### config.mk
export PLATFORM = sky130hd
export DESIGN_NAME = imem_loader
export DESIGN_NICKNAME = d
export VERILOG_FILES = /design/src/rtl/imem_loader_pkg.sv /design/src/rtl/imem_loader.sv
export SDC_FILE = /design/constraint.sdc
export NUM_CORES = 1
export LEC_CHECK = 0
export ABC_CLOCK_PERIOD_IN_PS = 4900
export BUFFER_PORTS_ARGS = -buffer_cell sky130_fd_sc_hd__clkbuf_2
export CAP_MARGIN = 20
export CORE_ASPECT_RATIO = 0.9
export CORE_MARGIN = 3
export CORE_UTILIZATION = 28
export CTS_BUF_LIST = sky130_fd_sc_hd__clkbuf_8
export DETAILED_ROUTE_END_ITERATION = 10
export GPL_TIMING_DRIVEN = 0
export PLACE_DENSITY_LB_ADDON = 0.08
export SYNTH_ARGS = -nofsm -noshare
export SYNTH_HDL_FRONTEND = slang
export SYNTH_SLANG_ARGS = --single-unit
### constraint.sdc
create_clock -name clk -period 4.9 [get_ports clk]
set_clock_uncertainty 0.15 [all_clocks]
set_input_delay 0.245 -clock clk [delete_from_list [all_inputs] [get_ports clk]]
set_output_delay 0.245 -clock clk [all_outputs]
set_load 0.01 [all_outputs]
### src/rtl/imem_loader_pkg.sv
// imem_loader_pkg: state encodings, stream byte width and memory-depth helper shared by the loader.
// Revision 1.0
`default_nettype none

package imem_loader_pkg;

  localparam int BYTE_W = 8;

  localparam logic [2:0] ST_IDLE    = 3'd0;
  localparam logic [2:0] ST_LEN_HI  = 3'd1;
  localparam logic [2:0] ST_LEN_LO  = 3'd2;
  localparam logic [2:0] ST_DATA_HI = 3'd3;
  localparam logic [2:0] ST_DATA_LO = 3'd4;
  localparam logic [2:0] ST_CHECK   = 3'd5;
  localparam logic [2:0] ST_DONE    = 3'd6;
  localparam logic [2:0] ST_ERROR   = 3'd7;

  function automatic int imem_depth(input int width);
    return 1 << width;
  endfunction

endpackage

`default_nettype wire

### src/rtl/imem_loader.sv
// imem_loader: framed byte stream -> big-endian 16-bit instruction-memory writes, CPU held in reset until loaded.
// Revision 1.0
`default_nettype none

module imem_loader
  import imem_loader_pkg::*;
#(
  parameter int WIDTH      = 12,
  parameter int DATA_WIDTH = 16
) (
  input  logic                  clk,
  input  logic                  reset,
  input  logic                  start,
  input  logic [BYTE_W-1:0]     in_data,
  input  logic                  in_valid,
  output logic                  in_ready,
  output logic                  imem_we,
  output logic [WIDTH-1:0]      imem_addr,
  output logic [DATA_WIDTH-1:0] imem_wdata,
  output logic                  cpu_reset,
  output logic                  done,
  output logic                  error
);

  localparam logic [16:0]    MAX_LEN  = 17'(imem_depth(WIDTH));
  localparam logic [WIDTH:0] REM_ONE  = 1;
  localparam logic [WIDTH-1:0] ADDR_ONE = 1;

  logic [2:0]        r_state;
  logic [2:0]        w_state_next;
  logic [BYTE_W-1:0] r_sum;
  logic [BYTE_W-1:0] r_len_hi;
  logic [BYTE_W-1:0] r_hi_byte;
  logic [WIDTH:0]    r_remaining;
  logic [WIDTH-1:0]  r_addr_cnt;
  logic              w_xfer;
  logic              w_idle_like;
  logic [16:0]       w_len;

  assign w_xfer      = in_valid & in_ready;
  assign w_idle_like = (r_state == ST_IDLE) || (r_state == ST_DONE) || (r_state == ST_ERROR);
  assign w_len       = {1'b0, r_len_hi, in_data};

  always_ff @(posedge clk) begin
    if (reset) begin
      r_state <= ST_IDLE;
    end else begin
      r_state <= w_state_next;
    end
  end

  always_comb begin
    w_state_next = r_state;
    case (r_state)
      ST_IDLE, ST_DONE, ST_ERROR: if (start) w_state_next = ST_LEN_HI;
      ST_LEN_HI:  if (w_xfer) w_state_next = ST_LEN_LO;
      ST_LEN_LO: begin
        if (w_xfer) begin
          if (w_len == 17'd0)      w_state_next = ST_CHECK;
          else if (w_len > MAX_LEN) w_state_next = ST_ERROR;
          else                      w_state_next = ST_DATA_HI;
        end
      end
      ST_DATA_HI: if (w_xfer) w_state_next = ST_DATA_LO;
      ST_DATA_LO: begin
        if (w_xfer) w_state_next = (r_remaining == REM_ONE) ? ST_CHECK : ST_DATA_HI;
      end
      ST_CHECK: begin
        if (w_xfer) w_state_next = (in_data == r_sum) ? ST_DONE : ST_ERROR;
      end
      default: w_state_next = ST_IDLE;
    endcase
  end

  // All status outputs decode the registered state, so they change the cycle after the deciding transfer.
  always_comb begin
    in_ready  = 1'b0;
    done      = 1'b0;
    error     = 1'b0;
    cpu_reset = 1'b1;
    case (r_state)
      ST_LEN_HI, ST_LEN_LO, ST_DATA_HI, ST_DATA_LO, ST_CHECK: in_ready = 1'b1;
      ST_DONE: begin
        done      = 1'b1;
        cpu_reset = 1'b0;
      end
      ST_ERROR: error = 1'b1;
      default: ;
    endcase
  end

  always_ff @(posedge clk) begin
    if (reset) begin
      r_sum       <= '0;
      r_len_hi    <= '0;
      r_hi_byte   <= '0;
      r_remaining <= '0;
      r_addr_cnt  <= '0;
      imem_we     <= 1'b0;
      imem_addr   <= '0;
      imem_wdata  <= '0;
    end else begin
      imem_we <= 1'b0;
      if (start && w_idle_like) begin
        r_sum       <= '0;
        r_remaining <= '0;
        r_addr_cnt  <= '0;
      end
      if (w_xfer) begin
        case (r_state)
          ST_LEN_HI: begin
            r_len_hi <= in_data;
            r_sum    <= r_sum + in_data;
          end
          ST_LEN_LO: begin
            r_remaining <= w_len[WIDTH:0];
            r_sum       <= r_sum + in_data;
          end
          ST_DATA_HI: begin
            r_hi_byte <= in_data;
            r_sum     <= r_sum + in_data;
          end
          ST_DATA_LO: begin
            imem_we     <= 1'b1;
            imem_addr   <= r_addr_cnt;
            imem_wdata  <= {r_hi_byte, in_data};
            r_addr_cnt  <= r_addr_cnt + ADDR_ONE;
            r_remaining <= r_remaining - REM_ONE;
            r_sum       <= r_sum + in_data;
          end
          default: ;
        endcase
      end
    end
  end

endmodule

`default_nettype wire

==> results.md, run 1 <==
- Outcome: complete, no violations
- Postcts setup bufs: 0
- Residual DRC: 0
- Layout Cells excl Fill: between 600 and 700
- RSZ-0062 raised after global routing: false
- Hold path cells: 3
- Largest net degree at the start of global routing: 14
- Crit. Startpoint: r_remaining[0]$_SDFF_PP0_
- Initial antenna violation count: 0
- Hold buffer count at CTS: 0
- Row count: 39
- WHS: approximately 88 ps
- Crit path largest cell delay: 430 ps
- Sequential-to-total area share from yosys stat: between 40% and 50%
- Routed len/inst: 16.2 microns
- Synthesized area: around 0.0037 sq mm
- Post-synth top cells: nand2_1 (87), dfxtp_1 (81), a21oi_1 (56)
- Worst-path maximum fanout: 5
- Root buffer cell: clkbuf_8
- Share of cells above drive strength 1: roughly 16%
- Worst setup EP type: register
- Vias per cell: 5.11
- Post-synth ARST share: 0%
- Post-synth EDFFs: 0
- CP cell instances: inv_1 > ha_1 > or3b_4 > nor2_4 > nand2_2 > xnor2_2 > a222oi_1 > nor2_1
- Post-cts gate resize count: 0
- PwrDens: about 400 mW/mm^2
- Unique masters post-synth: 55
- Starting Density: ~29%
- Clk Latency, worst-skew pair: 370 ps
- Placer Congestion: ~0.81
- Yosys warns: 0
- Placed cells: around 660
- Fill count: 1408
- Top post-synthesis cells by area: dfxtp_1 (43%), nand2_1 (8.7%), a21oi_1 (7.5%)
- Setup CP Type: reg2reg
- Drt initial violations: 262
- Router iterations before antenna repair: 5
- Post-Syn Nets: between 400 and 500
- Most instantiated library cell after synthesis: nand2_1
- Die width: 128 microns
- Number of global-route vias before repair: ~3100
- First-pass GRT wire length: 17.3 mm
- Slew Limit Headroom: 45.2%
- Synth top area share: 43.3%
- Final worst-path cycle share: a little over two fifths
- CP arrival: ~2200 ps
- GRT Overall Usage: approximately 15%
- Area Growth Syn to Fin: 17.9%
- H-tree Lvls: 3
- Final TNS setup: 0 ps
- Overall power: between 0.0015 and 0.002 W
- Reg2reg path depth: 8
- Post-Route WL: around 11 mm
- Top FF cell, synth: dfxtp_1
- Post-DP HPWL: 7.79 mm
- FMAX: 473 MHz
- Worst VDD drop: between 100 and 150 uV
- Crit-path slowest cell: or3b_4
- Final Hold Viols: 0
- Top Ports: between 40 and 50
- Port buffer count: 42
- HP Class: in2reg
- Remaining global-route overflow: 0
- Vias: between 3000 and 4000
- Diodes inserted: 0
- Leakage: approximately 1.7 nW
- DRT antenna net count: 0
- Num CTS Buffers: 9
- Clock Sinks: 81
- Synthesis-stage register bit count: 81
- Syn Area/Cell: 8.22 sq um
- Final setup violation count: 0
- CTS tree: built
- Maximum root-to-sink buffer count: 2
- Worst Hold Launch: in_data[5]
- Period minus WS final: 2110 ps
- Post-synth top area cell: dfxtp_1
- Die Ht: 116 microns
- Clock-pin slew on the worst setup and hold paths: ~90 ps
- Worst setup SP type: register
- Die Area: between 0.01 and 0.015 sq mm
- Max-slew violations: 0
- Max-cap violations: 0
- Cells after Synth: between 400 and 500
- Layout Nets: around 530
- Area of the core: 0.0129 sq mm
- Worst-margin pin slew: between 800 and 900 ps
- R2r startpoint: r_remaining[0]$_SDFF_PP0_
- WP data required: around 5000 ps
-- worst paths after layout --
kind	to	slack [ps]
hold reg to reg	imem_wdata[4]$_SDFFE_PP0P_	310
hold / removal	imem_wdata[5]$_SDFFE_PP0P_	90
setup / recovery	r_remaining[12]$_SDFF_PP0_	2790
setup reg to reg	r_remaining[12]$_SDFF_PP0_	2790
-- kinds of logic (layout without fill, tap and decap cells) --
group | after synthesis | count (layout) | synth area share [%]
xor gates and xnor gates | 18 | 18 | 4.41
AOI/OAI and AO/OA | 110 | 110 | 18.2
buffers and inverters | 32 | 90 | 3.67
and+or+nand+nor | 193 | 193 | 23.6
DFF | 81 | 81 | 43.3
adders and majority gates | 11 | 11 | 3.87
muxes | 11 | 11 | 3.00
-- layout by cell type, fill, tap and decap left out, types with 6 or more instances in the layout --
master | synthesis | final
nand2_1 | 87 | 87
dfxtp_1 | 81 | 81
a21oi_1 | 56 | 56
nor2_1 | 49 | 49
clkbuf_2 | 0 | 42
clkbuf_1 | 15 | 15
o21ai_0 | 13 | 13
xor2_1 | 13 | 13
clkbuf_8 | 0 | 11
ha_1 | 10 | 10
mux2i_1 | 9 | 9
a22oi_1 | 9 | 9
buf_2 | 8 | 8
inv_1 | 6 | 7
nand3_1 | 7 | 7
nor4_1 | 7 | 7
nand4_1 | 6 | 6
or3_1 | 6 | 6
-- where the power goes --
group	internal (W)	total (W)	leakage [nW]	switching, W
registers	0.000694	0.000727	0.654	0.0000321
logic	0.000161	0.000430	0.899	0.000269
clock network	0.000366	0.000625	0.131	0.000259
-- state kept, by name (all words and copies together) (netlist names), 3 cells and up --
name         cells
r_sum            8
r_len_hi         8
imem_wdata      16
r_addr_cnt      12
r_remaining     13
r_state          3
r_hi_byte        8
imem_addr       12
-- routing by layer --
layer	share of wire [%]	vias to the layer above	wire length, microns	GRT usage (%)
met2	43	85	4750	22.5
met1	50	1661	5480	21.8
met4	1.5	0	166	5.16
li1	-	1702	-	-
met5	0	-	0	0
met3	5.1	16	558	4.29
-- per-stage QoR --
stage          setup WS [ps]  utilization, %  cell area (sq um)
6_report                2790            34.3               4420
5_1_grt                 2630            34.3               4420
4_1_cts                 2770            34.3               4420
3_5_place_dp            2660            32.3               4160
3_3_place_gp            2680            32.3               4160
2_1_floorplan           2980               -               3750
-- final cells by class --
class | instances | area, sq um | area share, %
buffer | 25 | 111 | 2.52
clock inverter | 5 | 103 | 2.32
multi-input combinational | 343 | 1990 | 45.0
timing repair buffer | 42 | 210 | 4.76
tap | 164 | 205 | 4.64
sequential | 81 | 1620 | 36.7
clock buffer | 11 | 151 | 3.43
inverter | 7 | 26.3 | 0.595
-- critical path: cells and delay by family (launching register included) --
| family | cells | cell delay, ps |
|---|---|---|
| xor gates and xnor gates | 1 | 160 |
| AOI/OAI and AO/OA | 1 | 300 |
| adders and majority gates | 1 | 200 |
| and+or+nand+nor | 4 | 740 |
| DFF | 1 | 360 |
| buffers and inverters | 1 | 90 |
(Power assumes the default switching activity.)
==> inputs of run 2 (changes only) <==
ABC_CLOCK_PERIOD_IN_PS = 2200   (was 4900)
clock period = 2.2 ns   (was 4.9 ns; I/O delays follow)
==> results.md, run 2 (synthesis results as in run 1) <==
- Outcome: complete, no violations
- WP data required: 2290 ps (-2700 ps)
- Drt initial violations: 304 (+16%)
- Worst slack at placement: 87.4 ps (-2570 ps)
- Overall power: 0.00401 W (+130%)
- Biggest regs: imem_wdata: 16 flops, r_remaining: 13 flops
- Final TNS setup: 0 ps (unchanged)
- Setup CP Type: reg2reg
- Final Hold Viols: 0 (unchanged)
- Commonest non-fill, non-tap cell in the layout: nand2_1
- Worst-path maximum fanout: 5 (unchanged)
- Placed cell area: 0.00416 sq mm (unchanged)
- Remaining global-route overflow: 0 (unchanged)
- Period minus WS final: 2060 ps (-52.7 ps)
- GRT Overall Usage: 15.5% (+0.17 points)
- PwrDens: 883 mW/mm^2 (+120%)
- DRT antenna net count: 0 (unchanged)
- Fill count: 1403 (-0.36%)
- Area of the core: 0.0129 sq mm (unchanged)
- Residual DRC: 0 (unchanged)
- Number of global-route vias before repair: 3165 (+0.83%)
- Vias: 3454 (-0.29%)
- Vias per cell: 5.03 (-1.6%)
- Starting Density: 29.1% (unchanged)
- Layout Nets: 541 (+1.7%)
- HP Class: in2reg
- Post-DP HPWL: 7.79 mm (unchanged)
- Biggest register: imem_wdata
- CP arrival: 2150 ps (-60 ps)
- Final worst setup slack: 139 ps (-2650 ps)
- Share of cells above drive strength 1: 16.8% (+0.87 points)
- Final worst-path cycle share: 93.7% (+51 points)
- Largest register FFs: 16 (unchanged)
- Die width: 128 microns (unchanged)
- Worst setup EP type: register
- Hold path cells: 3 (unchanged)
- Largest net degree at the start of global routing: 14 (unchanged)
- Routed len/inst: 16.1 microns (-0.24%)
- Final instance area: 0.00454 sq mm (+2.7%)
- Clock Sinks: 81 (unchanged)
- Max-cap violations: 0 (unchanged)
- Post-Route WL: 11.1 mm (+1.1%)
- Router iterations before antenna repair: 4 (-1)
- Num CTS Buffers: 9 (unchanged)
- Multi-input gate area: 0.00202 sq mm (+1.6%)
- Placed cells: 662 (unchanged)
- Placer Congestion: 0.812 (unchanged)
- Die Ht: 116 microns (unchanged)
- Worst VDD drop: 273 uV (+120%)
- Die Area: 0.0148 sq mm (unchanged)
- CTS tree: built
- Layout Cells excl Fill: 687 (+1.3%)
- Initial antenna violation count: 0 (unchanged)
- Max-slew violations: 0 (unchanged)
- Clk Latency, worst-skew pair: 370 ps (about the same)
- FF+latch area: 0.00162 sq mm (about the same)
- Area Growth Syn to Fin: 21.1%
- Port buffer count: 42 (unchanged)
- Most frequent cells in the layout: nand2_1 (87), dfxtp_1 (80), a21oi_1 (56)
- Diodes inserted: 0 (unchanged)
- H-tree Lvls: 3 (unchanged)
- Maximum root-to-sink buffer count: 2 (unchanged)
- Clock-pin slew on the worst setup and hold paths: 80 ps (about the same)
- Final setup violation count: 0 (unchanged)
- FMAX: 485 MHz (+2.6%)
- Reg2reg path depth: 8 (unchanged)
- Slew Limit Headroom: 52.0% (+6.8 points)
- First-pass GRT wire length: 17.5 mm (+0.91%)
- Leakage: 1.73 nW (+2.5%)
- Root buffer cell: clkbuf_8
- Row count: 39 (unchanged)
- Worst setup SP type: register
- Worst-margin pin slew: 715 ps (-97.9 ps)
- Top Ports: 45 (unchanged)
==> run 2: changes by cell type in the layout (fill, tap and decap cells not counted) <==
cell	before	now
clkbuf_1	15	14
o21ai_0	13	12
a311oi_2	0	1
ha_1	10	8
dfxtp_2	0	1
dfxtp_1	81	80
dlygate4sd3_1	0	8
a311oi_1	2	1
clkbuf_2	42	43
buf_4	2	3
ha_4	0	2
o21ai_1	3	4
==> run 2: through the flow <==
step	utilization [%]	hold WS, ps
after CTS	34.9	12.9
after global placement	32.3	291
after detailed placement	32.3	297
final	35.2	24.0
after global routing	35.2	25.2
after floorplan	-	96.0
==> run 2: path summary, 6_finish.rpt <==
| kind | start | slack (ps) | endpoint |
|---|---|---|---|
| setup / recovery | r_remaining[0]$_SDFF_PP0_ | 140 | r_remaining[12]$_SDFF_PP0_ |
| hold reg to reg | imem_wdata[4]$_SDFFE_PP0P_ | 310 | imem_wdata[4]$_SDFFE_PP0P_ |
| hold / removal | in_data[0] | 20 | r_remaining[0]$_SDFF_PP0_ |
| setup reg to reg | r_remaining[0]$_SDFF_PP0_ | 140 | r_remaining[12]$_SDFF_PP0_ |
==> run 2: what timing repair did <==
action	4_1_cts	5_1_grt
buffers inserted	0	1
endpoints found under the hold margin	16	0
hold buffers	8	0
endpoints found under the setup margin	0	4
gates resized for setup	0	8
==> run 2: critical path, cell delays in order (launching register included) <==
cell      delay, ps
dfxtp_2         350
inv_1           120
ha_4            160
or3b_4          410
nor2_4          160
nand2_2          80
xnor2_2         160
a222oi_1        280
nor2_1           70
==> run 2: final cells by class <==
type	count	share of cell area (%)
multi-input cells	343	44.5
plain buffers	25	2.48
well taps	164	4.52
clock inverters	5	2.26
inverters	7	0.579
clock buffers	11	3.34
repair buffers	51	6.56
flip-flops and latches	81	35.7
==> run 2: routing by layer <==
metal  GRT usage, %  share of wire (%)  vias up
li1               -                  -     1726
met1           21.9                 48     1638
met2           22.9                 45       79
met3           4.24                5.8       11
met4           5.16                1.3        0
met5              0                  0        -
==> run 2: report_power, final <==
group / switching (W) / leakage (nW) / internal [W]
logic: 0.000615 / 0.941 / 0.000392
clock network: 0.000569 / 0.131 / 0.000814
registers: 0.0000732 / 0.655 / 0.00155
total: 0.00126 / 1.73 / 0.00275
